===== src/rtl/photon_seq_pkg.sv =====
// Shared types and record layout for the photon bin sequencer.
// The record is {bin_idx[15:0], run_id[7:0], flags[7:0], count[31:0]}.
package photon_seq_pkg;

    typedef enum logic [1:0] {
        IDLE,
        ARMED,
        COUNT
    } seq_state_t;

    localparam int REC_W       = 64;
    localparam int COUNT_LSB   = 0;
    localparam int COUNT_W     = 32;
    localparam int FLAGS_LSB   = 32;
    localparam int FLAGS_W     = 8;
    localparam int RUN_ID_LSB  = 40;
    localparam int RUN_ID_W    = 8;
    localparam int BIN_IDX_LSB = 48;
    localparam int BIN_IDX_W   = 16;

    localparam int FLAG_SAT  = 0;
    localparam int FLAG_DROP = 1;

    function automatic logic [REC_W-1:0] pack_record(
        input logic [BIN_IDX_W-1:0] bin_idx,
        input logic [RUN_ID_W-1:0]  run_id,
        input logic [FLAGS_W-1:0]   flags,
        input logic [COUNT_W-1:0]   count
    );
        logic [REC_W-1:0] r;
        r = '0;
        r[BIN_IDX_LSB +: BIN_IDX_W] = bin_idx;
        r[RUN_ID_LSB  +: RUN_ID_W]  = run_id;
        r[FLAGS_LSB   +: FLAGS_W]   = flags;
        r[COUNT_LSB   +: COUNT_W]   = count;
        return r;
    endfunction

endpackage


===== src/rtl/sync_edge_det.sv =====
// Two-flop synchroniser for an asynchronous pin followed by a registered
// rising-edge detector. A pin edge shows up on 'rise' three clocks later,
// as a single-cycle pulse.
module sync_edge_det (
    input  logic clk,
    input  logic reset_n,
    input  logic din,
    output logic rise
);

    logic sync_p0;
    logic sync_p1;
    logic sync_p2;

    // Synchroniser chain plus registered edge pulse
    always_ff @(posedge clk or negedge reset_n) begin
        if (!reset_n) begin
            sync_p0 <= 1'b0;
            sync_p1 <= 1'b0;
            sync_p2 <= 1'b0;
            rise    <= 1'b0;
        end else begin
            sync_p0 <= din;
            sync_p1 <= sync_p0;
            sync_p2 <= sync_p1;
            rise    <= sync_p1 & ~sync_p2;
        end
    end

endmodule


===== src/rtl/photon_bin_sequencer.sv =====
// Gated photon counter: arm, wait for a trigger, then count photon edges in
// cfg_num_bins consecutive bins of cfg_bin_len clocks, writing one 64-bit
// record per bin into the pulse FIFO. Records are dropped (and counted) when
// the FIFO is full; the sequencer never stalls.
// Optional build macro TRIG_SIM_EN adds a free-running simulated trigger
// selectable with cfg_trig_sel. CNT_W must not exceed 32.
module photon_bin_sequencer
    import photon_seq_pkg::*;
#(
    parameter int CNT_W      = 32,
    parameter int SIM_PERIOD = 50000
) (
    input  logic        clk,
    input  logic        reset_n,
    input  logic        photon,
    input  logic        tri_in,
    input  logic        arm,
    input  logic        abort,
    input  logic [31:0] cfg_bin_len,
    input  logic [15:0] cfg_num_bins,
    input  logic        cfg_trig_sel,
    input  logic        fifo_full,
    output logic [63:0] writedata,
    output logic        write,
    output logic        busy,
    output logic [15:0] drop_cnt,
    output logic        trig_sim_out
);

    localparam logic [CNT_W-1:0] CNT_MAX = '1;

    function automatic logic [CNT_W-1:0] sat_inc_cnt(
        input logic [CNT_W-1:0] v,
        input logic             inc
    );
        if (inc && (v != CNT_MAX)) begin
            return v + CNT_W'(1);
        end
        return v;
    endfunction

    function automatic logic [15:0] sat_inc_drop(input logic [15:0] v);
        return (v == 16'hFFFF) ? v : v + 16'd1;
    endfunction

    function automatic logic [COUNT_W-1:0] count_field(input logic [CNT_W-1:0] v);
        logic [COUNT_W-1:0] f;
        f = '0;
        f[CNT_W-1:0] = v;
        return f;
    endfunction

    seq_state_t state_q;
    seq_state_t state_d;

    logic              photon_rise;
    logic              tri_rise;
    logic              trig_hit;

    logic              start_run;
    logic              start_count;
    logic              bin_last;

    logic [31:0]       bin_len_q;
    logic [15:0]       num_bins_q;
    logic [15:0]       bin_idx_q;
    logic [31:0]       clk_in_bin_q;
    logic [CNT_W-1:0]  count_q;
    logic              sat_q;
    logic [CNT_W-1:0]  count_next;
    logic              sat_next;
    logic              drop_pend_q;
    logic [7:0]        run_id_q;
    logic [7:0]        rec_flags;

    sync_edge_det u_photon_sync (
        .clk     (clk),
        .reset_n (reset_n),
        .din     (photon),
        .rise    (photon_rise)
    );

    sync_edge_det u_trig_sync (
        .clk     (clk),
        .reset_n (reset_n),
        .din     (tri_in),
        .rise    (tri_rise)
    );

`ifdef TRIG_SIM_EN
    localparam logic [31:0] SIM_LAST = 32'(SIM_PERIOD - 1);

    logic [31:0] sim_cnt_q;
    logic        trig_sel_q;

    // Free-running period counter; pulses once per SIM_PERIOD clocks
    always_ff @(posedge clk or negedge reset_n) begin
        if (!reset_n) begin
            sim_cnt_q    <= '0;
            trig_sim_out <= 1'b0;
        end else if (sim_cnt_q == SIM_LAST) begin
            sim_cnt_q    <= '0;
            trig_sim_out <= 1'b1;
        end else begin
            sim_cnt_q    <= sim_cnt_q + 32'd1;
            trig_sim_out <= 1'b0;
        end
    end

    // Trigger source is frozen at arm time like the rest of the config
    always_ff @(posedge clk) begin
        if (start_run) begin
            trig_sel_q <= cfg_trig_sel;
        end
    end

    // The simulated pulse is already synchronous, so it bypasses the synchroniser
    assign trig_hit = trig_sel_q ? trig_sim_out : tri_rise;
`else
    logic        unused_trig_sel;
    logic [31:0] unused_sim_period;

    assign unused_trig_sel   = cfg_trig_sel;
    assign unused_sim_period = 32'(SIM_PERIOD);
    assign trig_sim_out      = 1'b0;
    assign trig_hit          = tri_rise;
`endif

    assign busy       = (state_q != IDLE);
    assign count_next = sat_inc_cnt(count_q, photon_rise);
    assign sat_next   = sat_q | (photon_rise & (count_q == CNT_MAX));

    // Flags of the record being closed this cycle
    always_comb begin
        rec_flags            = '0;
        rec_flags[FLAG_SAT]  = sat_next;
        rec_flags[FLAG_DROP] = drop_pend_q;
    end

    // Sequencer state register
    always_ff @(posedge clk or negedge reset_n) begin
        if (!reset_n) begin
            state_q <= IDLE;
        end else begin
            state_q <= state_d;
        end
    end

    // Next state and per-cycle control strobes; abort overrides everything
    always_comb begin
        state_d     = state_q;
        start_run   = 1'b0;
        start_count = 1'b0;
        bin_last    = 1'b0;
        case (state_q)
            IDLE: begin
                if (arm && (cfg_num_bins != 16'd0)) begin
                    state_d   = ARMED;
                    start_run = 1'b1;
                end
            end
            ARMED: begin
                if (trig_hit) begin
                    state_d     = COUNT;
                    start_count = 1'b1;
                end
            end
            COUNT: begin
                bin_last = (clk_in_bin_q == (bin_len_q - 32'd1));
                if (bin_last && (bin_idx_q == (num_bins_q - 16'd1))) begin
                    state_d = IDLE;
                end
            end
            default: begin
                state_d = IDLE;
            end
        endcase
        if (abort) begin
            state_d     = IDLE;
            start_run   = 1'b0;
            start_count = 1'b0;
            bin_last    = 1'b0;
        end
    end

    // Latched run configuration and per-bin accumulators (only meaningful
    // once a run has started, so they carry no reset)
    always_ff @(posedge clk) begin
        if (start_run) begin
            bin_len_q  <= (cfg_bin_len == 32'd0) ? 32'd1 : cfg_bin_len;
            num_bins_q <= cfg_num_bins;
        end
        if (start_count) begin
            bin_idx_q    <= '0;
            clk_in_bin_q <= '0;
            count_q      <= '0;
            sat_q        <= 1'b0;
        end else if (state_q == COUNT) begin
            if (bin_last) begin
                bin_idx_q    <= bin_idx_q + 16'd1;
                clk_in_bin_q <= '0;
                count_q      <= '0;
                sat_q        <= 1'b0;
            end else begin
                clk_in_bin_q <= clk_in_bin_q + 32'd1;
                count_q      <= count_next;
                sat_q        <= sat_next;
            end
        end
    end

    // Record emission, drop accounting and run numbering
    always_ff @(posedge clk or negedge reset_n) begin
        if (!reset_n) begin
            writedata   <= '0;
            write       <= 1'b0;
            drop_cnt    <= '0;
            drop_pend_q <= 1'b0;
            run_id_q    <= '0;
        end else begin
            write <= 1'b0;
            if (start_run) begin
                run_id_q <= run_id_q + 8'd1;
            end
            if (bin_last) begin
                if (!fifo_full) begin
                    write       <= 1'b1;
                    writedata   <= pack_record(bin_idx_q, run_id_q, rec_flags,
                                               count_field(count_next));
                    drop_pend_q <= 1'b0;
                end else begin
                    drop_cnt    <= sat_inc_drop(drop_cnt);
                    drop_pend_q <= 1'b1;
                end
            end
        end
    end

endmodule


===== config.mk =====
export PLATFORM = sky130hd
export DESIGN_NAME = photon_bin_sequencer
export DESIGN_NICKNAME = d
export VERILOG_FILES = /design/src/rtl/photon_seq_pkg.sv /design/src/rtl/sync_edge_det.sv /design/src/rtl/photon_bin_sequencer.sv
export SDC_FILE = /design/constraint.sdc
export NUM_CORES = 1
export LEC_CHECK = 0
export CORE_UTILIZATION = 50
export DETAILED_ROUTE_END_ITERATION = 16
export PLACE_DENSITY = 0.72
export SKIP_CTS_REPAIR_TIMING = 1
export SYNTH_ARGS = -nofsm -noshare
export SYNTH_HDL_FRONTEND = slang
export SYNTH_SLANG_ARGS = --single-unit

===== constraint.sdc =====
create_clock -name clk -period 4.9 [get_ports clk]
set_input_delay 1.47 -clock clk [delete_from_list [all_inputs] [get_ports clk]]
set_output_delay 1.47 -clock clk [all_outputs]
set_load 0.01 [all_outputs]

==> impl_metrics.ini, run 1 <==
[layout]
fin_nets = 1306
syn2layout_area_growth_pct = 20.8
n_antenna_cell = 0
final_core_util_pct = 61.3
fin_cells = 1547
drive_gt1_share_pct = 11.9

[global_routing]
antenna_found_initial = 0
grt-ovfl-total = 0
first_global_vias = 8488
grt_pass1_wl_um = 42800
grt_max_degree = 76
track_usage_pct = 22.1

[cts]
clockBufferDepth = 3
cts_tree = yes
cts_max_level = 1
clkTransAtPathRegs_ns = 0.06
clock_latency_ns = 0.53
clock-sinks = 223
cts_buffers = 25
cts-root-buf = clkbuf_16

[drt]
post-route-drc-count = 0
wirelength_um = 25600
firstDrtPassIters = 5
wire_per_inst_um = 16.6
ant_nets = 0
drt-initial-drc-count = 447
routed_via_density = 5.63
via_count = 8707

[floorplanning]
die_y_um = 153
io_pins = 139
coreArea_um2 = 22600
die_w_um = 153
rows = 55
start_util_pct = 50.8
dieArea_um2 = 23500

[hold_path]
hp-class = reg -> reg

[place]
place_ws_ns = 0.508
place_congestion = 0.909
hpwl_um = 18700
io_buffers = 130
dp_cells = 1501

[sta]
slew_headroom_pct = 24.1
fin_hold_ws_ns = 0.346
rsz0062_at_grt = false
skew_ns = 0.0176
fin_crit_sh_pct = 91.4
slew_viol_final = 0
fmax_mhz = 223
final_hold_viol_count = 0
min_period_ns = 4.48
finalSetupTns_ns = 0
setup_violations = 0
fin_ws_ns = 0.419
tightest_slew_ns = 1.13

[synth]
ys.warnings.count = 0
synth_edf_count = 48
synth-main-ff-cell = dfrtp_1
ys_types = 70
syn_avg_cell_area_um2 = 10.0
syn_inst = 1145
synth_area_um2 = 11500
synth-seq-cells = 223
synthArstFlopShare_pct = 42.2
yosysSeqAreaShare_pct = 47.3

[setup_path]
criticalPathCategory = reg -> reg
startpoint_type = flop
end_kind = flop
crit_arrival_ns = 4.93
worst-endpoint-required_ns = 5.35
worstPathMaxFanout = 42

[job]
maxCapViolations = 0

[pwr]
peakVddDrop_uv = 287
power_leakage_nw = 5.42
powerDensity_nw_per_um2 = 357

[outcome]
outcome = finished, final reports clean
## placed cells by master (no fill, tap or decap), types with 13 or more instances in the layout
| master | count |
|---|---|
| o21ai_0 | 13 |
| and4_1 | 15 |
| dfrtp_1 | 94 |
| edfxtp_1 | 48 |
| and3_1 | 30 |
| inv_1 | 15 |
| xor2_1 | 77 |
| nor2_1 | 117 |
| nor3_1 | 36 |
| buf_4 | 17 |
| nand4_1 | 29 |
| nand3_1 | 61 |
| xnor2_1 | 90 |
| dfxtp_1 | 81 |
| clkbuf_16 | 27 |
| or4_1 | 16 |
| nor4_1 | 29 |
| mux2_2 | 63 |
| clkdlybuf4s50_1 | 129 |
| nand2_1 | 71 |
| a21oi_1 | 31 |
## area by class of cell
cell class,instances,area [µm²]
tap,285,357
fill,1914,8730
multi-input combinational,828,5640
clock buffer,41,830
sequential,223,5420
clock inverter,5,61.3
timing repair buffer,149,1480
inverter,16,60.1
## layer usage
| layer | up-vias | GRT usage (%) | wire (µm) |
|---|---|---|---|
| met5 | - | 0 | 0 |
| li1 | 4270 | - | - |
| met2 | 184 | 37.5 | 12300 |
| met1 | 4207 | 29.6 | 11700 |
| met4 | 0 | 6.57 | 569 |
| met3 | 46 | 2.95 | 1060 |
## kinds of logic after synthesis
group                    after synthesis  share of synthesized area [%]
AND/OR/NAND/NOR                      465                           21.9
flip-flops                           223                           47.3
XOR/XNOR                             167                           12.8
AO/OA/AOI/OAI                        114                           6.83
buffers and inverters                100                           3.79
multiplexers                          68                           6.63
adder cells (fa/ha/maj)                7                          0.764
other                                  1                         0.0327
## flip-flops by register name (all words and copies together), names as in the netlist
| register | cells |
|---|---|
| bin_idx_q | 16 |
| bin_len_q | 32 |
| clk_in_bin_q | 32 |
| count_q | 32 |
| drop_cnt | 16 |
| drop_pend_q | 1 |
| num_bins_q | 16 |
| run_id_q | 8 |
| sat_q | 1 |
| state_q | 2 |
| u_photon_sync.rise | 1 |
| u_photon_sync.sync_p0 | 1 |
| u_photon_sync.sync_p1 | 1 |
| u_photon_sync.sync_p2 | 1 |
| u_trig_sync.rise | 1 |
| u_trig_sync.sync_p0 | 1 |
| u_trig_sync.sync_p1 | 1 |
| u_trig_sync.sync_p2 | 1 |
| write | 1 |
| writedata | 58 |
## synth_stat cells (all sizes together), types with 3 or more instances
master | number | share of area (%)
o21ai | 13 | 0.57
nor4 | 31 | 2.0
o21a | 5 | 0.33
o31ai | 12 | 0.79
nand2 | 71 | 2.3
edfxtp | 48 | 13
nand2b | 5 | 0.27
a22oi | 3 | 0.20
xnor2 | 90 | 6.9
or2 | 8 | 0.44
mux2i | 5 | 0.44
a211o | 3 | 0.23
a21o | 3 | 0.20
o31a | 4 | 0.31
a41oi | 4 | 0.31
and2 | 10 | 0.55
and4 | 15 | 1.1
a21oi | 31 | 1.4
o211ai | 5 | 0.33
inv | 15 | 0.49
mux2 | 63 | 6.2
or3 | 4 | 0.22
dfrtp | 94 | 21
nor3 | 36 | 1.6
o21bai | 4 | 0.26
nand4b | 3 | 0.23
nand3 | 61 | 2.7
xor2 | 77 | 5.9
ha | 7 | 0.76
and3 | 30 | 1.6
a21boi | 4 | 0.26
buf | 29 | 1.5
nor4b | 6 | 0.59
nor2b | 8 | 0.44
o2111ai | 6 | 0.46
clkbuf | 55 | 1.8
or4 | 17 | 1.1
or4b | 4 | 0.35
o22ai | 3 | 0.16
nor2 | 117 | 3.8
nand4 | 30 | 1.8
dfxtp | 81 | 14
## stage by stage
step | cell area [µm²] | total power, mW
floorplan | 11500 | 2.79
global placement | 12900 | 3.00
detailed placement | 12900 | 3.02
CTS | 13800 | 4.99
global route | 13800 | 5.18
finish | 13800 | 4.95
## worst max-delay path, cell delays in order, from the launching register on
cell       delay [ns]
edfxtp_1         0.49
nor3_1           0.95
o22ai_1          0.23
o31ai_1          0.44
o2111ai_1        0.17
or4b_1           0.59
or4_4            0.79
or4_1            0.56
a21oi_1          0.17
## report_power, final
group          internal [mW]  switching [mW]  total (mW)  leakage, nW
logic                  0.322           0.312       0.634         2.57
registers               2.08           0.277        2.36         2.40
clock network           1.21           0.747        1.95        0.443
total                   3.61            1.34        4.95         5.42
## worst paths after layout
| check | end | depth (start not counted) | startpoint | slack, ns |
|---|---|---|---|---|
| max | bin_idx_q[9] | 8 | bin_len_q[4] | 0.42 |
| max in group asynchronous | writedata[1] | 2 | reset_n | 2.93 |
| min | u_photon_sync.sync_p1 | 0 | u_photon_sync.sync_p0 | 0.35 |
| min in group asynchronous | writedata[62] | 1 | reset_n | 1.06 |
| max reg2reg | bin_idx_q[9] | 8 | bin_len_q[4] | 0.42 |
| min reg2reg | u_photon_sync.sync_p1 | 0 | u_photon_sync.sync_p0 | 0.35 |
No activity file was read; power rests on OpenSTA's default activity.
==> run 2: changes to the inputs <==
--- a/config.mk
+++ b/config.mk
@@ -7,7 +7,8 @@
 export LEC_CHECK = 0
 export CORE_UTILIZATION = 50
 export DETAILED_ROUTE_END_ITERATION = 16
-export PLACE_DENSITY = 0.72
+export DONT_BUFFER_PORTS = 1
+export PLACE_DENSITY = 0.64
 export SKIP_CTS_REPAIR_TIMING = 1
 export SYNTH_ARGS = -nofsm -noshare
 export SYNTH_HDL_FRONTEND = slang
==> impl_metrics.ini, run 2 (synthesis results as in run 1) <==
[floorplanning]
dieArea_um2 = 23500
io_pins = 139
rows = 55
start_util_pct = 50.8
coreArea_um2 = 22600
die_y_um = 153
die_w_um = 153

[setup_path]
criticalPathCategory = reg -> reg
path_cells = nor3_1, and4_1, a21boi_0, a211o_1, or4b_1, or4_4, or4_1, a21oi_1
end_kind = flop
worst-endpoint-required_ns = 5.34
timing.critical_path.slowest_cell_delay_ns = 0.79
worstPathMaxFanout = 41
startpoint_type = flop
cpMaxStageDelayCell = or4_4
crit_arrival_ns = 4.67

[drt]
via_count = 8183
drt-initial-drc-count = 395
firstDrtPassIters = 5
post-route-drc-count = 0
wirelength_um = 24800
routed_via_density = 5.79
ant_nets = 0
wire_per_inst_um = 17.5

[place]
dpl_cell_area_um2 = 11600
place_ws_ns = 0.699
io_buffers = 0
hpwl_um = 17700
place_congestion = 0.842

[global_routing]
met2_usage_pct = 33.8
top_usage_layer = met2
antenna_found_initial = 1
grt_max_degree = 95
use_met3_pct = 4.91
grt_pass1_wl_um = 40700
use_met1_pct = 29.2
track_usage_pct = 21.2
first_global_vias = 7799
grt-ovfl-total = 0

[sta]
final_hold_viol_count = 0
fin_ws_ns = 0.669
slew_headroom_pct = 42.4
setup_violations = 0
tightest_slew_ns = 0.858
slew_viol_final = 0
finalSetupTns_ns = 0
min_period_ns = 4.23
skew_ns = 0.0155
rsz0062_at_grt = false
fin_crit_sh_pct = 86.3
fmax_mhz = 236

[layout]
n_antenna_cell = 0
largest_reg_flops = 58
final_cell_area_um2 = 12500
fin_nets = 1173
final_common_cell = nor2_1
final_cell_mix = 117 x nor2_1, 94 x dfrtp_1, 90 x xnor2_1
drive_gt1_share_pct = 12.8
top_register = writedata
fillers = 1984
syn2layout_area_growth_pct = 9.23

[pwr]
power_leakage_nw = 4.93
powerDensity_nw_per_um2 = 392
peakVddDrop_uv = 338

[cts]
clockBufferDepth = 3
clkTransAtPathRegs_ns = 0.06
cts_buffers = 25
cts_max_level = 1
clock-sinks = 223
cts_tree = yes
cts-root-buf = clkbuf_16
clock_latency_ns = 0.53

[outcome]
outcome = finished, final reports clean

[job]
maxCapViolations = 0

[hold_path]
hp-class = reg -> reg
==> run 2: cell types whose count changed in the layout (fill, tap and decap cells not counted), moves of 2 or more <==
| cell | before | now |
|---|---|---|
| bufinv_16 | 1 | 4 |
| clkinv_1 | 1 | 3 |
| clkdlybuf4s50_1 | 129 | 0 |
| clkinv_2 | 1 | 3 |
| clkbuf_8 | 10 | 6 |
| clkbuf_16 | 27 | 25 |
| buf_4 | 17 | 14 |
==> run 2: per-layer routing <==
layer | part of all wire (%) | vias to the layer above
met5 | 0.052 | -
met4 | 1.6 | 2
met3 | 6.3 | 30
met2 | 46 | 209
met1 | 46 | 3940
li1 | - | 4002
==> run 2: metrics by stage <==
stage                     hold slack, ns  std cells  utilization, %  power (mW)
after floorplan                    0.331       1151               -        2.79
after global placement             0.335       1368            51.5        2.91
after detailed placement           0.335       1368            51.5        2.93
after CTS                          0.347       1414            55.4        4.95
after global routing               0.367       1414            55.4        5.13
final                              0.345       1414            55.4        4.90
==> run 2: worst paths after layout <==
check,start,to,slack [ns],cells past startpoint
max in group asynchronous,reset_n,state_q[1],4.07,0
setup reg to reg,bin_len_q[4],bin_idx_q[9],0.67,8
hold / removal,u_photon_sync.sync_p0,u_photon_sync.sync_p1,0.35,0
hold reg to reg,u_photon_sync.sync_p0,u_photon_sync.sync_p1,0.35,0
setup / recovery,bin_len_q[4],bin_idx_q[9],0.67,8
min in group asynchronous,reset_n,writedata[25],0.64,0
==> run 2: power breakdown <==
group / leakage [nW] / internal [mW] / switching, mW / total [mW]
Clock: 0.441 / 1.24 / 0.754 / 2.00
Sequential: 2.40 / 2.08 / 0.258 / 2.34
Combinational: 2.09 / 0.282 / 0.281 / 0.564
Total: 4.93 / 3.61 / 1.29 / 4.90
==> run 2: final cells by class <==
| cell class | count | area [µm²] | area share, % |
|---|---|---|---|
| Multi-Input combinational cell | 828 | 5640 | 45.1 |
| Sequential cell | 223 | 5420 | 43.3 |
| Clock buffer | 35 | 723 | 5.78 |
| Tap cell | 285 | 357 | 2.85 |
| Clock inverter | 11 | 171 | 1.37 |
| Timing Repair Buffer | 16 | 145 | 1.16 |
| Inverter | 16 | 60.1 | 0.480 |
==> run 2: critical path, delay by kind of cell, from the launching register on <==
kind               cells  cell delay (ns)
DFF                    1             0.49
AOI/OAI and AO/OA      3             0.61
and+or+nand+nor        5             3.01
==> run 3: changes to the inputs <==
--- a/config.mk
+++ b/config.mk
@@ -5,6 +5,7 @@
 export SDC_FILE = /design/constraint.sdc
 export NUM_CORES = 1
 export LEC_CHECK = 0
+export CORE_MARGIN = 5
 export CORE_UTILIZATION = 50
 export DETAILED_ROUTE_END_ITERATION = 16
 export DONT_BUFFER_PORTS = 1
==> impl_metrics.ini, run 3 (synthesis results as in run 1) <==
[pwr]
peakVddDrop_uv = 305
clkPwrFrac_pct = 38.9
p_seq_share_pct = 49.4
switching_share_pct = 26.9
p_switching_mw = 1.28
powerDensity_nw_per_um2 = 383
combPwrFrac_pct = 11.7
power_leakage_nw = 4.89
p_int_mw = 3.49

[sta]
rsz0062_at_grt = false
min_period_ns = 4.32
skew_ns = 0.0116
slew_viol_final = 0
final_hold_viol_count = 0
tightest_slew_ns = 0.911
slew_headroom_pct = 38.8
setup_violations = 0
fin_crit_sh_pct = 88.1
fmax_mhz = 232
finalSetupTns_ns = 0

[setup_path]
criticalPathCategory = reg -> reg
worstPathMaxFanout = 43
end_kind = flop
crit_arrival_ns = 4.75
startpoint_type = flop
worst-endpoint-required_ns = 5.33
r2r_setup_slack_ns = 0.58

[job]
maxCapViolations = 0

[drt]
routed_via_density = 5.75
post-route-drc-count = 0
wirelength_um = 25100
drt-initial-drc-count = 494
ant_nets = 0
wire_per_inst_um = 17.8
firstDrtPassIters = 5
via_count = 8128

[layout]
final_common_cell = nor2_1
final_cell_mix = 117 x nor2_1, 94 x dfrtp_1, 90 x xnor2_1
syn2layout_area_growth_pct = 8.65
final_core_util_pct = 55.1
largest_reg_flops = 58
fin_nets = 1174
fillers = 1973
drive_gt1_share_pct = 12.7
top_register = writedata
n_antenna_cell = 0

[floorplanning]
io_pins = 139
die_w_um = 161
die_y_um = 161
dieArea_um2 = 26000
rows = 55
start_util_pct = 50.8
coreArea_um2 = 22600

[global_routing]
antenna_found_initial = 1
track_usage_pct = 19.1
grt-ovfl-total = 0
first_global_vias = 7951
grt_pass1_wl_um = 41700
grt_max_degree = 95

[place]
io_buffers = 0
place_congestion = 0.874
hpwl_um = 18200

[hold_path]
hp-class = reg -> reg

[cts]
clock-sinks = 223
clock_latency_ns = 0.51
cts_buffers = 25
clockBufferDepth = 3
cts-root-buf = clkbuf_16
cts_tree = yes
cts_max_level = 1
clkTransAtPathRegs_ns = 0.06

[outcome]
outcome = finished, final reports clean
## run 3: cell count changes in the layout (fill, tap and decap cells not counted), sizes merged
cell      before  now
buf           16   17
bufinv         4    2
clkinv         7    2
clkbuf        35   38
clkinvlp       0    1
inv           16   18
## run 3: layout make-up
type                            instances  area (µm²)  area share, %
Multi-Input combinational cell        828        5640           45.3
Timing Repair Buffer                   17         153           1.23
Inverter                               16        60.1          0.483
Clock buffer                           38         722           5.80
Tap cell                              285         357           2.86
Clock inverter                          7        98.8          0.794
Sequential cell                       223        5420           43.5
## run 3: worst paths after layout
| check | startpoint | cells after the start | endpoint |
|---|---|---|---|
| min in group asynchronous | reset_n | 0 | writedata[55] |
| worst min-delay path | u_photon_sync.sync_p0 | 0 | u_photon_sync.sync_p1 |
| worst max-delay path | bin_len_q[4] | 9 | bin_idx_q[5] |
| max in group asynchronous | reset_n | 0 | writedata[1] |
| worst max register to register | bin_len_q[4] | 9 | bin_idx_q[5] |
| worst min register to register | u_photon_sync.sync_p0 | 0 | u_photon_sync.sync_p1 |
## run 3: metal layers
layer  track usage, %  routed length, µm
met5                0                  0
met4             3.80                407
met3             4.47               1730
met2             31.2              11700
met1             26.4              11300
## run 3: worst max-delay path, stage by stage (launching register included)
cell and delay, ns:
edfxtp_1 0.50, nor3_1 0.79, nand4_1 0.25, buf_4 0.24
nor4_4 0.16, o2111ai_1 0.14, or4b_1 0.62, or4_4 0.80
or4_1 0.58, a21oi_1 0.14
## run 3: power groups by stage
stage | clock network (mW) | logic, mW | registers, mW
detailed placement | 0 | 0.555 | 2.39
global placement | 0 | 0.547 | 2.38
finish | 1.86 | 0.559 | 2.36
floorplan | 0 | 0.499 | 2.29
CTS | 1.91 | 0.561 | 2.35
global route | 1.99 | 0.633 | 2.39
## run 3: stage by stage
stage,instances,setup WS [ns],hold slack [ns],area (µm²),power [mW]
3_3_place_gp,1369,0.591,0.336,11600,2.93
2_1_floorplan,1151,0.768,0.331,11500,2.79
6_report,1414,0.582,0.346,12400,4.77
3_5_place_dp,1369,0.604,0.335,11600,2.94
4_1_cts,1414,0.595,0.348,12400,4.82
5_1_grt,1414,0.254,0.357,12400,5.01
